[src/rtl/hard_mem_1rw_access_arb.sv]
// Single-port SRAM front-end: round-robin merge of read and write requests onto one port,
// with a 2-entry valid/yumi response buffer that captures read data one cycle after issue.
module hard_mem_1rw_access_arb #(
  parameter int width_p       = 64,
  parameter int els_p         = 512,
  parameter int addr_width_lp = $clog2(els_p),
  parameter int mask_width_lp = width_p >> 3
) (
  input  logic                     clk_i,
  input  logic                     reset_i,

  input  logic                     w_v_i,
  input  logic [addr_width_lp-1:0] w_addr_i,
  input  logic [width_p-1:0]       w_data_i,
  input  logic [mask_width_lp-1:0] w_mask_i,
  output logic                     w_ready_o,

  input  logic                     r_v_i,
  input  logic [addr_width_lp-1:0] r_addr_i,
  output logic                     r_ready_o,

  output logic                     r_v_o,
  output logic [width_p-1:0]       r_data_o,
  input  logic                     r_yumi_i,

  output logic                     mem_v_o,
  output logic                     mem_w_o,
  output logic [addr_width_lp-1:0] mem_addr_o,
  output logic [width_p-1:0]       mem_data_o,
  output logic [mask_width_lp-1:0] mem_mask_o,
  input  logic [width_p-1:0]       mem_data_i
);

  logic [1:0]         count_q, count_d;
  logic               head_q, head_d;
  logic               tail_q, tail_d;
  logic               inflight_q, inflight_d;
  logic               last_q, last_d;
  logic [width_p-1:0] buf_q [2];
  logic [width_p-1:0] buf_d [2];

  logic       pop;
  logic       push;
  logic [2:0] occupancy;
  logic       rd_ok;
  logic       grant_w;
  logic       grant_r;

  // A read is only admitted if its response is guaranteed a buffer slot.
  always_comb begin
    pop       = r_yumi_i & (count_q != 2'd0);
    push      = inflight_q;
    occupancy = {1'b0, count_q} + {2'b00, inflight_q} - {2'b00, pop};
    rd_ok     = (occupancy < 3'd2);

    grant_w = 1'b0;
    grant_r = 1'b0;
    if (!reset_i) begin
      if (w_v_i && r_v_i && rd_ok) begin
        grant_r = ~last_q;
        grant_w = last_q;
      end else if (w_v_i) begin
        grant_w = 1'b1;
      end else if (r_v_i && rd_ok) begin
        grant_r = 1'b1;
      end
    end
  end

  always_comb begin
    w_ready_o  = grant_w;
    r_ready_o  = grant_r;
    mem_v_o    = grant_w | grant_r;
    mem_w_o    = grant_w;
    mem_addr_o = grant_w ? w_addr_i : r_addr_i;
    mem_data_o = w_data_i;
    mem_mask_o = grant_w ? w_mask_i : '0;

    r_v_o    = (count_q != 2'd0);
    r_data_o = buf_q[head_q];
  end

  always_comb begin
    last_d     = last_q;
    if (grant_w) last_d = 1'b0;
    else if (grant_r) last_d = 1'b1;

    inflight_d = grant_r;
    count_d    = count_q + {1'b0, push} - {1'b0, pop};
    head_d     = head_q ^ pop;
    tail_d     = tail_q ^ push;

    buf_d[0] = buf_q[0];
    buf_d[1] = buf_q[1];
    if (push) buf_d[tail_q] = mem_data_i;
  end

  always_ff @(posedge clk_i or posedge reset_i) begin
    if (reset_i) begin
      count_q    <= 2'd0;
      head_q     <= 1'b0;
      tail_q     <= 1'b0;
      inflight_q <= 1'b0;
      last_q     <= 1'b1;
    end else begin
      count_q    <= count_d;
      head_q     <= head_d;
      tail_q     <= tail_d;
      inflight_q <= inflight_d;
      last_q     <= last_d;
    end
  end

  // Response storage carries no reset; count_q alone decides what is valid.
  always_ff @(posedge clk_i) begin
    buf_q[0] <= buf_d[0];
    buf_q[1] <= buf_d[1];
  end

endmodule

[config.mk]
export PLATFORM = sky130hd
export DESIGN_NAME = hard_mem_1rw_access_arb
export DESIGN_NICKNAME = d
export VERILOG_FILES = /design/src/rtl/hard_mem_1rw_access_arb.sv
export SDC_FILE = /design/constraint.sdc
export NUM_CORES = 1
export LEC_CHECK = 0
export ABC_AREA = 1
export CAP_MARGIN = 30
export CORE_AREA = 2 2 122 124
export DETAILED_ROUTE_END_ITERATION = 10
export DIE_AREA = 0 0 124 126
export DONT_BUFFER_PORTS = 1
export PLACE_DENSITY = 0.54
export SYNTH_ARGS = -nofsm -noshare
export SYNTH_HDL_FRONTEND = slang
export SYNTH_SLANG_ARGS = --single-unit
export TNS_END_PERCENT = 100
[constraint.sdc]
create_clock -name clk_i -period 3 [get_ports clk_i]
set_input_delay 0.6 -clock clk_i [delete_from_list [all_inputs] [get_ports clk_i]]
set_output_delay 0.6 -clock clk_i [all_outputs]
set_load 0.05 [all_outputs]
==> results.sh, run 1 <==
export IMPL_status="finished, violations left"
export IMPL_violations="negative setup slack"
export IMPL_cts_buffer_depth=2
export IMPL_clock_latency_ns=0.40
export IMPL_synth_warnings=0
export IMPL_syn_avg_cell_area_um2=11.67
export IMPL_syn_num_nets=653
export IMPL_drive_gt1_share_pct=26.11
export IMPL_syn_inst=489
export IMPL_numCtsBuffers=17
export IMPL_clk_pin_slew_ns=0.06
export IMPL_synthSimpleGateAreaFrac_pct=16.69
export IMPL_finalSetupViolations=22
export IMPL_dr_pass1_iters=4
export IMPL_drc=0
export IMPL_finalPower_mw=7.798
export IMPL_fin_worst_skew_ns=0.006556
export IMPL_clock_sinks=134
export IMPL_antenna_found_initial=0
export IMPL_r2r_start="count_q[0]"
export IMPL_cp_required_ns=2.40
export IMPL_irDropWorstVdd_mv=0.5429
export IMPL_ios=309
export IMPL_cts_root_buf="clkbuf_16"
export IMPL_slowest_stage="fa_1"
export IMPL_grt_max_degree=65
export IMPL_criticalPathCategory="reg -> out"
export IMPL_nFillCells=1302
export IMPL_viasPerCell=4.662
export IMPL_vias=3161
export IMPL_initial_core_util_pct=39.85
export IMPL_rows=44
export IMPL_rsz0062_at_grt="true"
export IMPL_synth_seq_area_share_pct=70.04
export IMPL_path_buf_inv=5
export IMPL_wl_um=12290
export IMPL_diodes=0
export IMPL_hpwl_um=7890
export IMPL_grtUsageTotal_pct=15.85
export IMPL_synth_seq_cells=134
export IMPL_area_growth_pct=17.77
export IMPL_drv_slew=0
export IMPL_slew_headroom_pct=38.18
export IMPL_min_to="buf_q[1][19]"
export IMPL_synth_xor_area_share_pct=0.1535
export IMPL_netlist_top_cells_count="nand2_1, edfxtp_1, buf_4"
export IMPL_synthDistinctLibCells=21
export IMPL_synth_ff_type="edfxtp_1"
export IMPL_synth_top_cell_by_area="edfxtp_1"
export IMPL_syn_area_mm2=0.005704
export IMPL_hold_path_startpoint="mem_data_i[19]"
export IMPL_start_kind="flop"
export IMPL_die_area_mm2=0.01562
export IMPL_hp_class="in -> reg"
export IMPL_synth_edff_count=128
export IMPL_synth_compound_area_share_pct=0.08774
export IMPL_utilization_pct=46.93
export IMPL_gr_total_overflow=0
export IMPL_dpl_worst_slack_ns=-0.05234
export IMPL_post_drt_wl_per_cell_um=18.13
export IMPL_grt_pass1_wl_um=17910
export IMPL_cp_cell_sequence="or2_4, nand2_4, inv_4, ha_4, inv_4, ha_4, fa_1, nor2_2, nand4_4, nand2_4, buf_6, clkinvlp_4, buf_8"
export IMPL_synthTopCellsByArea="edfxtp_1, nand2_1, buf_4, dfrtp_1, inv_1"
export IMPL_slowest_delay_ns=0.47
export IMPL_tritoncts="yes"
export IMPL_r2r_cells=24
export IMPL_max_freq_mhz=291.3
export IMPL_die_h_um=126
export IMPL_path_max_fanout=5
export IMPL_drtIter0Drc=137
export IMPL_synthArstFlopShare_pct=4.478
export IMPL_worstReg2RegEnd="head_q"
export IMPL_routabilityCongestion=0.7670
export IMPL_h_tree_depth=4
export IMPL_timing_final_ws_setup_ns=-0.4325
export IMPL_synth_top_area_share_pct=67.38
export IMPL_multi_input_area_mm2=0.001299
export IMPL_ant_nets=0
export IMPL_nets=646
export IMPL_p_leak_nw=2.687
export IMPL_synthAdderAreaFrac_pct=1.228
export IMPL_ff2ff_setup_slack_ns=-0.38
export IMPL_synth_most_common_cell="nand2_1"
export IMPL_cap_violations=0
export IMPL_muxShareOfSynthArea_pct=0
export IMPL_power_density_mw_per_mm2=1161
export IMPL_core_area_mm2=0.01431
export IMPL_hold_viol_final=0
export IMPL_numPortBuffers=0
export IMPL_grt_pass1_vias=3279
export IMPL_synth_top_family_by_area="simple AND/OR/NAND/NOR gates"
export IMPL_die_w_um=124
export IMPL_finalCriticalPeriod_ns=3.432
export IMPL_hold_ws_ns=0.2867
export IMPL_cp_end_kind="output port"
export IMPL_finalCritPeriodShare_pct=114.4
export IMPL_cpLargestDelayFamily="adder cells"
export IMPL_worstMarginPinSlew_ns=0.9273
export IMPL_regArea_mm2=0.003996
export IMPL_worstHoldPathCells=0
export IMPL_worst_ep_arrival_time_ns=2.83
final cells by class:
| cell class | instances | share of cell area, % |
|---|---|---|
| Multi-Input combinational cell | 248 | 19.33 |
| Tap cell | 184 | 3.427 |
| Clock buffer | 21 | 6.556 |
| Inverter | 26 | 1.583 |
| Clock inverter | 10 | 1.602 |
| Sequential cell | 134 | 59.49 |
| Timing Repair Buffer | 55 | 8.009 |
metrics by stage:
stage,TNS [ns],area (µm²),cells
after floorplan,-3.382,5891,489
after global placement,-0.002574,5809,619
after detailed placement,-0.4619,5809,619
after CTS,-9.597,6643,676
after global routing,-11.80,6718,678
final,-8.742,6718,678
layout by cell type, fill, tap and decap left out, types with 2 or more instances in the layout:
master / instances
inv_4: 2
buf_12: 4
nand2_8: 4
buf_8: 3
nand2_4: 12
edfxtp_1: 128
nor2_2: 7
clkbuf_1: 4
ha_4: 4
clkinv_2: 2
bufinv_16: 2
clkbuf_16: 17
nor2_4: 4
inv_1: 19
clkinv_1: 2
clkinvlp_4: 5
buf_4: 38
nand3_1: 9
dfrtp_1: 4
nand2_1: 195
nand2_2: 7
inv_2: 4
buf_6: 8
metal layers:
metal  GRT usage [%]  share of wire, %
met3           8.016                12
met1           14.23                31
met2           28.51                54
met4           8.196               2.5
met5               0                 0
kinds of logic (layout without fill, tap and decap cells):
logic type / Yosys count / in the layout
adder cells (fa/ha/maj): 5 / 5
buffers and inverters: 107 / 112
flip-flops: 134 / 134
AO/OA/AOI/OAI: 1 / 1
AND/OR/NAND/NOR: 241 / 241
XOR/XNOR: 1 / 1
power breakdown:
group          leakage [nW]  internal (mW)  total (mW)  switching, mW
logic                  1.21          0.714        3.47           2.75
registers              1.23           2.35        2.42         0.0697
clock network         0.254           1.21        1.91          0.700
worst max-delay path by stage:
| stage | cells after the start | to | start | slack [ns] |
|---|---|---|---|---|
| 4_1_cts | 13 | mem_w_o | count_q[1] | -0.47 |
| 6_report | 13 | w_ready_o | count_q[0] | -0.43 |
| 2_1_floorplan | 13 | w_ready_o | count_q[1] | -0.41 |
| 3_5_place_dp | 13 | mem_addr_o[7] | count_q[0] | -0.05 |
| 3_3_place_gp | 13 | mem_mask_o[0] | count_q[0] | -0.002 |
| 5_1_grt | 13 | mem_w_o | count_q[0] | -0.58 |
state kept, by name, indices dropped and copies added, names as in the netlist:
signal and cells:
inflight_q 1, head_q 1, tail_q 1, last_q 1
buf_q 128, count_q 2
repair_timing:
| item | CTS | global route |
|---|---|---|
| hold buffers | 1 | 0 |
| gates resized for setup | 24 | 11 |
| pin swaps | 13 | 9 |
| buffers inserted | 25 | 3 |
| setup endpoints to repair | 21 | 22 |
| hold endpoints to repair | 5 | 0 |
Power figures use the tool's default switching activity.
==> run 2: changes to the inputs <==
--- a/config.mk
+++ b/config.mk
@@ -8,6 +8,7 @@
 export ABC_AREA = 1
 export CAP_MARGIN = 30
 export CORE_AREA = 2 2 122 124
+export CTS_CLUSTER_DIAMETER = 100
 export DETAILED_ROUTE_END_ITERATION = 10
 export DIE_AREA = 0 0 124 126
 export DONT_BUFFER_PORTS = 1
==> results of run 2 <==
No change in the layout: final DEF, timing and power equal those of run 1.
